$ cat config.mk
export PLATFORM = sky130hd
export DESIGN_NAME = sw_debounce_conditioner_flat
export DESIGN_NICKNAME = d
export VERILOG_FILES = /design/src/rtl/sw_debounce_conditioner_if.sv /design/src/rtl/sw_debounce_conditioner.sv /design/src/flat_wrapper.sv
export SDC_FILE = /design/constraint.sdc
export NUM_CORES = 1
export LEC_CHECK = 0
export BUFFER_PORTS_ARGS = -buffer_cell sky130_fd_sc_hd__buf_4
export CAP_MARGIN = 20
export CORE_ASPECT_RATIO = 0.75
export CORE_UTILIZATION = 60
export CTS_CLUSTER_DIAMETER = 30
export DETAILED_ROUTE_END_ITERATION = 16
export PLACE_DENSITY = 0.79
export SYNTH_ARGS = -nofsm -noshare
export SYNTH_HDL_FRONTEND = slang
export SYNTH_SLANG_ARGS = --single-unit
$ cat constraint.sdc
create_clock -name clk_clk -period 2.8 [get_ports clk_clk]
set_input_delay 0.28 -clock clk_clk [delete_from_list [all_inputs] [get_ports clk_clk]]
set_output_delay 0.28 -clock clk_clk [all_outputs]
set_load 0.05 [all_outputs]
$ cat src/rtl/sw_debounce_conditioner_if.sv
// Switch conditioner signal bundle: raw levels in, debounced levels and strobes out.
// The DUT sits on the slave side; whoever drives the raw levels uses the master side.
interface sw_debounce_conditioner_if #(
  parameter int WIDTH = 10
);
  logic [WIDTH-1:0] sw_raw_in;
  logic [WIDTH-1:0] sw_clean_out;
  logic [WIDTH-1:0] sw_rise_pulse;
  logic [WIDTH-1:0] sw_fall_pulse;
  logic             sw_changed;

  modport master (
    output sw_raw_in,
    input  sw_clean_out,
    input  sw_rise_pulse,
    input  sw_fall_pulse,
    input  sw_changed
  );

  modport slave (
    input  sw_raw_in,
    output sw_clean_out,
    output sw_rise_pulse,
    output sw_fall_pulse,
    output sw_changed
  );
endinterface

$ cat src/rtl/sw_debounce_conditioner.sv
// Per-bit synchroniser and stability-counter debouncer.
// Produces clean levels plus registered one-cycle rise, fall and any-change strobes.
//
// state   | meaning
// --------+-------------------------------------------------------------
// STABLE  | cnt == 0 and synchronised level matches the clean output
// PENDING | level differs (or just bounced back); counting toward commit
module sw_debounce_conditioner #(
  parameter int WIDTH           = 10,
  parameter int SYNC_STAGES     = 2,
  parameter int DEBOUNCE_CYCLES = 500000
) (
  input  logic                     clk_clk,
  input  logic                     reset_reset,
  sw_debounce_conditioner_if.slave sw_if
);

  localparam int               CNT_W    = $clog2(DEBOUNCE_CYCLES);
  localparam logic [CNT_W-1:0] CNT_TERM = CNT_W'(DEBOUNCE_CYCLES - 1);
  localparam logic [CNT_W-1:0] CNT_ONE  = CNT_W'(1);

  typedef enum logic {
    ST_STABLE  = 1'b0,
    ST_PENDING = 1'b1
  } bit_state_e;

  logic [WIDTH-1:0] sync_q [SYNC_STAGES];
  logic [WIDTH-1:0] sync_w;

  logic [CNT_W-1:0] cnt_q [WIDTH];
  logic [CNT_W-1:0] cnt_d [WIDTH];
  bit_state_e       state_w [WIDTH];

  logic [WIDTH-1:0] clean_q, clean_d;
  logic [WIDTH-1:0] rise_q, rise_d;
  logic [WIDTH-1:0] fall_q, fall_d;
  logic             changed_q, changed_d;

  assign sync_w = sync_q[SYNC_STAGES-1];

  // State is implied by the counter and the level compare; nothing extra is stored.
  always_comb begin
    clean_d = clean_q;
    rise_d  = '0;
    fall_d  = '0;
    for (int i = 0; i < WIDTH; i++) begin
      cnt_d[i]   = cnt_q[i];
      state_w[i] = ((cnt_q[i] == '0) && (sync_w[i] == clean_q[i])) ? ST_STABLE : ST_PENDING;
      case (state_w[i])
        ST_STABLE: begin
          cnt_d[i] = '0;
        end
        ST_PENDING: begin
          if (sync_w[i] != clean_q[i]) begin
            if (cnt_q[i] == CNT_TERM) begin
              cnt_d[i]   = '0;
              clean_d[i] = sync_w[i];
              rise_d[i]  = sync_w[i];
              fall_d[i]  = ~sync_w[i];
            end else begin
              cnt_d[i] = cnt_q[i] + CNT_ONE;
            end
          end else begin
            cnt_d[i] = '0;
          end
        end
      endcase
    end
    changed_d = |(rise_d | fall_d);
  end

  always_ff @(posedge clk_clk) begin
    if (reset_reset) begin
      for (int s = 0; s < SYNC_STAGES; s++) begin
        sync_q[s] <= '0;
      end
      for (int i = 0; i < WIDTH; i++) begin
        cnt_q[i] <= '0;
      end
      clean_q   <= '0;
      rise_q    <= '0;
      fall_q    <= '0;
      changed_q <= 1'b0;
    end else begin
      sync_q[0] <= sw_if.sw_raw_in;
      for (int s = 1; s < SYNC_STAGES; s++) begin
        sync_q[s] <= sync_q[s-1];
      end
      for (int i = 0; i < WIDTH; i++) begin
        cnt_q[i] <= cnt_d[i];
      end
      clean_q   <= clean_d;
      rise_q    <= rise_d;
      fall_q    <= fall_d;
      changed_q <= changed_d;
    end
  end

  assign sw_if.sw_clean_out  = clean_q;
  assign sw_if.sw_rise_pulse = rise_q;
  assign sw_if.sw_fall_pulse = fall_q;
  assign sw_if.sw_changed    = changed_q;

endmodule

$ cat src/flat_wrapper.sv
// flat-port wrapper written by rule: the top's interface ports become plain ports
module sw_debounce_conditioner_flat 
#(
  parameter int WIDTH           = 10,
  parameter int SYNC_STAGES     = 2,
  parameter int DEBOUNCE_CYCLES = 500000
)
  (clk_clk, reset_reset, sw_if_sw_raw_in, sw_if_sw_clean_out, sw_if_sw_rise_pulse, sw_if_sw_fall_pulse, sw_if_sw_changed);
  sw_debounce_conditioner_if #(.WIDTH(WIDTH)) sw_if_i ();
  input  logic clk_clk;
  input  logic reset_reset;
  input wire logic [$bits(sw_if_i.sw_raw_in)-1:0] sw_if_sw_raw_in;
  output wire logic [$bits(sw_if_i.sw_clean_out)-1:0] sw_if_sw_clean_out;
  output wire logic [$bits(sw_if_i.sw_rise_pulse)-1:0] sw_if_sw_rise_pulse;
  output wire logic [$bits(sw_if_i.sw_fall_pulse)-1:0] sw_if_sw_fall_pulse;
  output wire logic [$bits(sw_if_i.sw_changed)-1:0] sw_if_sw_changed;
  assign sw_if_i.sw_raw_in = sw_if_sw_raw_in;
  assign sw_if_sw_clean_out = sw_if_i.sw_clean_out;
  assign sw_if_sw_rise_pulse = sw_if_i.sw_rise_pulse;
  assign sw_if_sw_fall_pulse = sw_if_i.sw_fall_pulse;
  assign sw_if_sw_changed = sw_if_i.sw_changed;
  sw_debounce_conditioner #(.WIDTH(WIDTH), .SYNC_STAGES(SYNC_STAGES), .DEBOUNCE_CYCLES(DEBOUNCE_CYCLES)) u_core (.clk_clk(clk_clk), .reset_reset(reset_reset), .sw_if(sw_if_i));
endmodule
==> reports/results.txt, run 1 <==
outcome: complete, no violations
kind of critical path: reg2reg
nets: 1206
detailed placement HPWL: 11.9 mm
Die Y-Extent: 114 um
crit path DAT: 2.53 ns
synth-to-layout area growth: 19.3%
Final Non-Filler Cells: 1415
setup repair bufs after CTS: 0
CP max FO: 18
maximum clock frequency: 461 MHz
post-placement cell count: 1333
setup violators final: 0
register area share after synthesis: 0.480
Final Hold Fails: 0
Hold Path Class: in2reg
Final Cycle Share: 0.776
crit-path most repeated cell: nand3_1
clock latency on the worst-skew pair: 0.51 ns
ant diodes: 0
clock skew: 0.00940 ns
total grt overflow: 0
DR iter-0 viols: 313
worst-margin pin slew: 0.792 ns
RSZ-0062 raised after global routing: false
multi-input logic area: 4920 um2
post-synthesis net count: 1140
Die Area: 17300 um2
critical path's largest stage delay: 0.54 ns
Synth Warn #: 0
number of port buffers: 42
total wire length: 18.9 mm
post-cts sizing count: 0
Post-synth top flop: dfxtp_1
CTS sink cnt: 241
Fill cells: 1152
H-tree levels: 2
P per Cell Area: 722 nW/um2
Pleak: 0.00411 uW
syn avg cell area: 9.07 um2
Via density: 5.30
Storage cell area: 4820 um2
ANT nets after route: 0
asr flop ratio synth: 0
starting density of the core: 0.621
nature of the critical path startpoint: flop
share of layout cells above drive strength 1: 0.0988
Cells after Synth: 1108
Worst path slowest cell: nand2_1
TritonCTS buffer count: 39
Std-Cell Rows: 40
clock root cell: clkbuf_16
largest net degree at the start of global routing: 57
CP endpoint kind: flop
Peak supply drop: 0.628 mV
drt drc: 0
CTS tree: built
detailed-router iteration count before antenna repair: 4
required time of the critical path: 3.16 ns
Core ar.: 16200 um2
wire length per cell: 13.4 um
gr usage total: 0.225
GPL Wtd Cong: 0.792
CP cell instances: ha_1 -> nand3_1 -> nor4_1 -> nand3_1 -> nand2_1 -> a21oi_1
io pins: 43
Post-synth EDFFs: 0
initial antenna violation count: 1
die boundary width: 151 um
crit-path leading delay family: simple AND/OR/NAND/NOR gates
first-pass GRT wire length: 31.8 mm
detailed-route via count: 7496
Clock Tree Buf Depth: 3
vias in the first global route: 6866
Slew Limit Fails: 0
max_cap viols: 0
Synth Cell Area: 10000 um2
Yosys reg bits: 241
setup TNS: 0 ns
Clk pin slew, worst setup/hold paths: 0.06 ns
distinct cell type count after synthesis: 43
Max-slew headroom: 0.467
post-layout min period: 2.17 ns
WP buf/inv: 0
cell type report:
cell class                 count  area share
timing repair buffer          52      0.0347
inverter                      39      0.0122
sequential                   241       0.403
multi-input combinational    801       0.411
tap                          210      0.0219
clock buffer                  42      0.0842
clock inverter                30      0.0334
layout by cell type, fill, tap and decap left out, types with 3 or more instances in the layout:
cell           synthesis  layout
nand4_1               32      32
nor3b_1               11      11
bufinv_16              0       6
and2_1                 4       4
nor2_1               234     234
nor4bb_1               3       3
dlygate4sd3_1          0      10
ha_1                  20      20
buf_4                  3      42
and3_1                38      38
or3_1                 10      10
clkbuf_16              0      40
nor4_1                11      11
o21ai_0                5       5
nor4b_1               25      25
and4_1                15      15
inv_6                  0      17
xnor2_1               94      94
mux2i_1                7       7
nor2b_1               21      21
xor2_1                84      84
a21oi_1                5       5
inv_1                 39      39
dfxtp_1              241     241
nand2_1               55      55
or2_2                  3       3
nor3_1                24      24
nand3_1               79      79
nand2b_1               3       3
flip-flops by register name, indices dropped and copies added, names as in the netlist:
signal                      flops
u_core.cnt_q                  190
u_core.sw_if.sw_changed         1
u_core.sw_if.sw_clean_out      10
u_core.sw_if.sw_fall_pulse     10
u_core.sw_if.sw_rise_pulse     10
u_core.sync_q                  20
stage by stage:
stage	cell area (um2)	util	power, uW	hold slack [ns]	setup slack, ns
after floorplan	10000	-	3590	0.408	0.896
after global placement	10500	0.648	3610	0.419	0.676
after detailed placement	10500	0.648	3610	0.423	0.659
after CTS	12000	0.741	8720	0.241	0.628
after global routing	12000	0.741	8900	0.275	0.415
final	12000	0.741	8660	0.250	0.629
worst reg2reg max path, delay by kind of cell (launching register included):
kind            cells  cell delay [ns]
simple gates        4             1.25
flops               1             0.38
fa+ha+maj           1             0.26
compound gates      1             0.13
metal layers:
layer	GRT usage	vias to the layer above	routed length, um	part of all wire
met5	0	-	8	0.00042
met4	0.0647	2	244	0.013
met3	0.0538	28	830	0.044
met2	0.338	123	8270	0.44
met1	0.321	3492	9560	0.51
li1	-	3851	-	-
final timing paths:
kind / end / cells after the start / startpoint / slack [ns]
setup / recovery: u_core.cnt_q[0][83] / 6 / u_core.cnt_q[0][76] / 0.63
setup reg to reg: u_core.cnt_q[0][83] / 6 / u_core.cnt_q[0][76] / 0.63
hold reg to reg: u_core.sync_q[0][15] / 1 / u_core.sync_q[0][5] / 0.44
hold / removal: u_core.sw_if.sw_clean_out[2] / 2 / reset_reset / 0.25
cells by family after synthesis:
group | Yosys count | share of synthesized area
AO/OA/AOI/OAI | 15 | 0.00909
adder cells (fa/ha/maj) | 20 | 0.0249
buffers and inverters | 66 | 0.0295
multiplexers | 7 | 0.00698
AND/OR/NAND/NOR | 581 | 0.294
flip-flops | 241 | 0.480
XOR/XNOR | 178 | 0.155
repair_timing:
item / in CTS / in global routing
setup endpoints to repair: 0 / 0
hold buffers: 10 / 0
hold endpoints to repair: 10 / 0
report_power, final:
part | switching, uW | internal, uW | total, uW
clock network | 1840 | 3270 | 5110
logic | 47.0 | 36.5 | 83.5
registers | 14.6 | 3450 | 3460
cell usage after synthesis, drive strengths merged (11+ instances only):
library cell / number / area share
dfxtp: 241 / 0.48
ha: 20 / 0.025
inv: 39 / 0.015
and3: 38 / 0.024
buf: 17 / 0.011
nor3b: 11 / 0.0082
xnor2: 94 / 0.082
xor2: 84 / 0.073
nand2: 56 / 0.021
nor2b: 21 / 0.013
nor4b: 25 / 0.022
nand3: 79 / 0.039
nor4: 12 / 0.0090
nor3: 24 / 0.012
and4: 15 / 0.013
nand4: 32 / 0.020
nor2: 234 / 0.087
(Power assumes the default switching activity.)
==> run 2, diff against run 1 <==
==> constraint.sdc (replaced) <==
create_clock -name clk_clk -period 2.25 [get_ports clk_clk]
set_input_delay 0.225 -clock clk_clk [delete_from_list [all_inputs] [get_ports clk_clk]]
set_output_delay 0.225 -clock clk_clk [all_outputs]
set_load 0.05 [all_outputs]
==> run 2 against run 1 <==
Critical path depth unchanged. Flip-flop and latch count unchanged. Utilization about the same. Largest cell class unchanged. Register-to-register slack worse by 0.42 ns.
==> reports/results.txt, run 2 (same netlist as run 1, synthesis figures left out) <==
outcome: complete, no violations
max reg flops: 190
starting density of the core: 0.621
nature of the critical path startpoint: flop
nets: 1223
gr usage total: 0.227
initial antenna violation count: 0
DR iter-0 viols: 456
first-pass GRT wire length: 32.2 mm
Clock Tree Buf Depth: 3
Hold Slack: 0.178 ns
Most flops, register: u_core.cnt_q
commonest cells after routing, fill and taps aside: 241 x dfxtp_1, 234 x nor2_1, 94 x xnor2_1, 84 x xor2_1, 79 x nand3_1
worst-margin pin slew: 0.674 ns
CTS sink cnt: 241
setup TNS: 0 ns
required time of the critical path: 2.62 ns
ANT nets after route: 0
ant diodes: 0
clock latency on the worst-skew pair: 0.51 ns
most common cell after layout, fill and taps aside: dfxtp_1
P per Cell Area: 841 nW/um2
GPL Wtd Cong: 0.805
critical path's largest stage delay: 0.43 ns
number of port buffers: 42
Worst path slowest cell: or3_1
vias in the first global route: 6946
max_cap viols: 0
Via density: 5.27
largest net degree at the start of global routing: 48
Max-slew headroom: 0.547
detailed placement HPWL: 12.2 mm
Pleak: 0.00411 uW
Die Y-Extent: 114 um
Hold Path Class: in2reg
Final Cycle Share: 0.906
Storage cell area: 4820 um2
drt drc: 0
Clk pin slew, worst setup/hold paths: 0.06 ns
Top Registers: u_core.cnt_q (190), u_core.sync_q (20)
crit path DAT: 2.41 ns
Peak supply drop: 0.617 mV
Slew Limit Fails: 0
CP max FO: 18
crit-path leading delay family: simple AND/OR/NAND/NOR gates
post-layout min period: 2.04 ns
Core ar.: 16200 um2
Die Area: 17300 um2
wire length per cell: 13.2 um
detailed-route via count: 7537
WP buf/inv: 0
clock skew: 0.0242 ns
total grt overflow: 0
Pwr Total: 10100 uW
CP endpoint kind: flop
Final Hold Fails: 0
share of layout cells above drive strength 1: 0.109
Fill cells: 1189
CTS tree: built
detailed-router iteration count before antenna repair: 5
die boundary width: 151 um
clock root cell: clkbuf_16
CP cell instances: ha_1 -> nand3_1 -> or3_1 -> or2_1 -> nand2_2 -> nor2_1
Std-Cell Rows: 40
synth-to-layout area growth: 19.2%
post-cts sizing count: 0
H-tree levels: 2
kind of critical path: reg2reg
setup violators final: 0
maximum clock frequency: 490 MHz
RSZ-0062 raised after global routing: false
TritonCTS buffer count: 38
total wire length: 18.8 mm
multi-input logic area: 4920 um2
io pins: 43
[run 2: changes by cell type in the layout (fill, tap and decap cells not counted)]
cell,before,now
clkbuf_8,0,1
bufinv_16,6,2
clkbuf_16,40,39
clkinv_2,0,2
inv_6,17,6
buf_4,42,60
clkinvlp_4,2,5
clkinv_4,2,8
[run 2: area by class of cell]
| type | instances | area share |
|---|---|---|
| clock buffer | 42 | 0.0833 |
| sequential | 241 | 0.403 |
| multi-input combinational | 801 | 0.411 |
| timing repair buffer | 70 | 0.0460 |
| inverter | 39 | 0.0122 |
| tap | 210 | 0.0219 |
| clock inverter | 26 | 0.0225 |
[run 2: path summary, 6_finish.rpt]
| path | startpoint | to | slack [ns] | cells after the start |
|---|---|---|---|---|
| setup / recovery | u_core.cnt_q[0][114] | u_core.cnt_q[0][123] | 0.21 | 6 |
| hold / removal | reset_reset | u_core.sw_if.sw_clean_out[2] | 0.18 | 2 |
| hold reg to reg | u_core.sync_q[0][4] | u_core.sync_q[0][14] | 0.43 | 1 |
| setup reg to reg | u_core.cnt_q[0][114] | u_core.cnt_q[0][123] | 0.21 | 6 |
[run 2: per-layer routing]
layer,track usage,up-vias,share of wire
met3,0.0446,31,0.040
met4,0.0640,0,0.016
li1,-,3871,-
met5,0,-,0
met1,0.324,3496,0.51
met2,0.347,139,0.44
[run 2: stage by stage]
step / cells / cell area, um2 / utilization / setup slack [ns]
4_1_cts: 1429 / 12000 / 0.741 / 0.219
3_3_place_gp: 1351 / 10600 / 0.656 / 0.304
6_report: 1429 / 12000 / 0.741 / 0.211
5_1_grt: 1429 / 12000 / 0.741 / 0.0812
2_1_floorplan: 1108 / 10000 / - / 0.346
3_5_place_dp: 1351 / 10600 / 0.656 / 0.237
[run 2: worst register-to-register path, delay by kind of cell, from the launching register on]
family / cells / cell delay (ns)
adder cells (fa/ha/maj): 1 / 0.21
flip-flops: 1 / 0.38
AND/OR/NAND/NOR: 5 / 1.33
[run 2: power breakdown]
part / switching [uW] / internal (uW) / total (uW)
clock: 2120 / 3510 / 5640
sequential: 17.9 / 4290 / 4310
combinational: 63.1 / 54.2 / 117
[run 2: what timing repair did]
action	CTS	global route
endpoints found under the hold margin	10	0
setup buffers	0	0
hold buffers	10	0
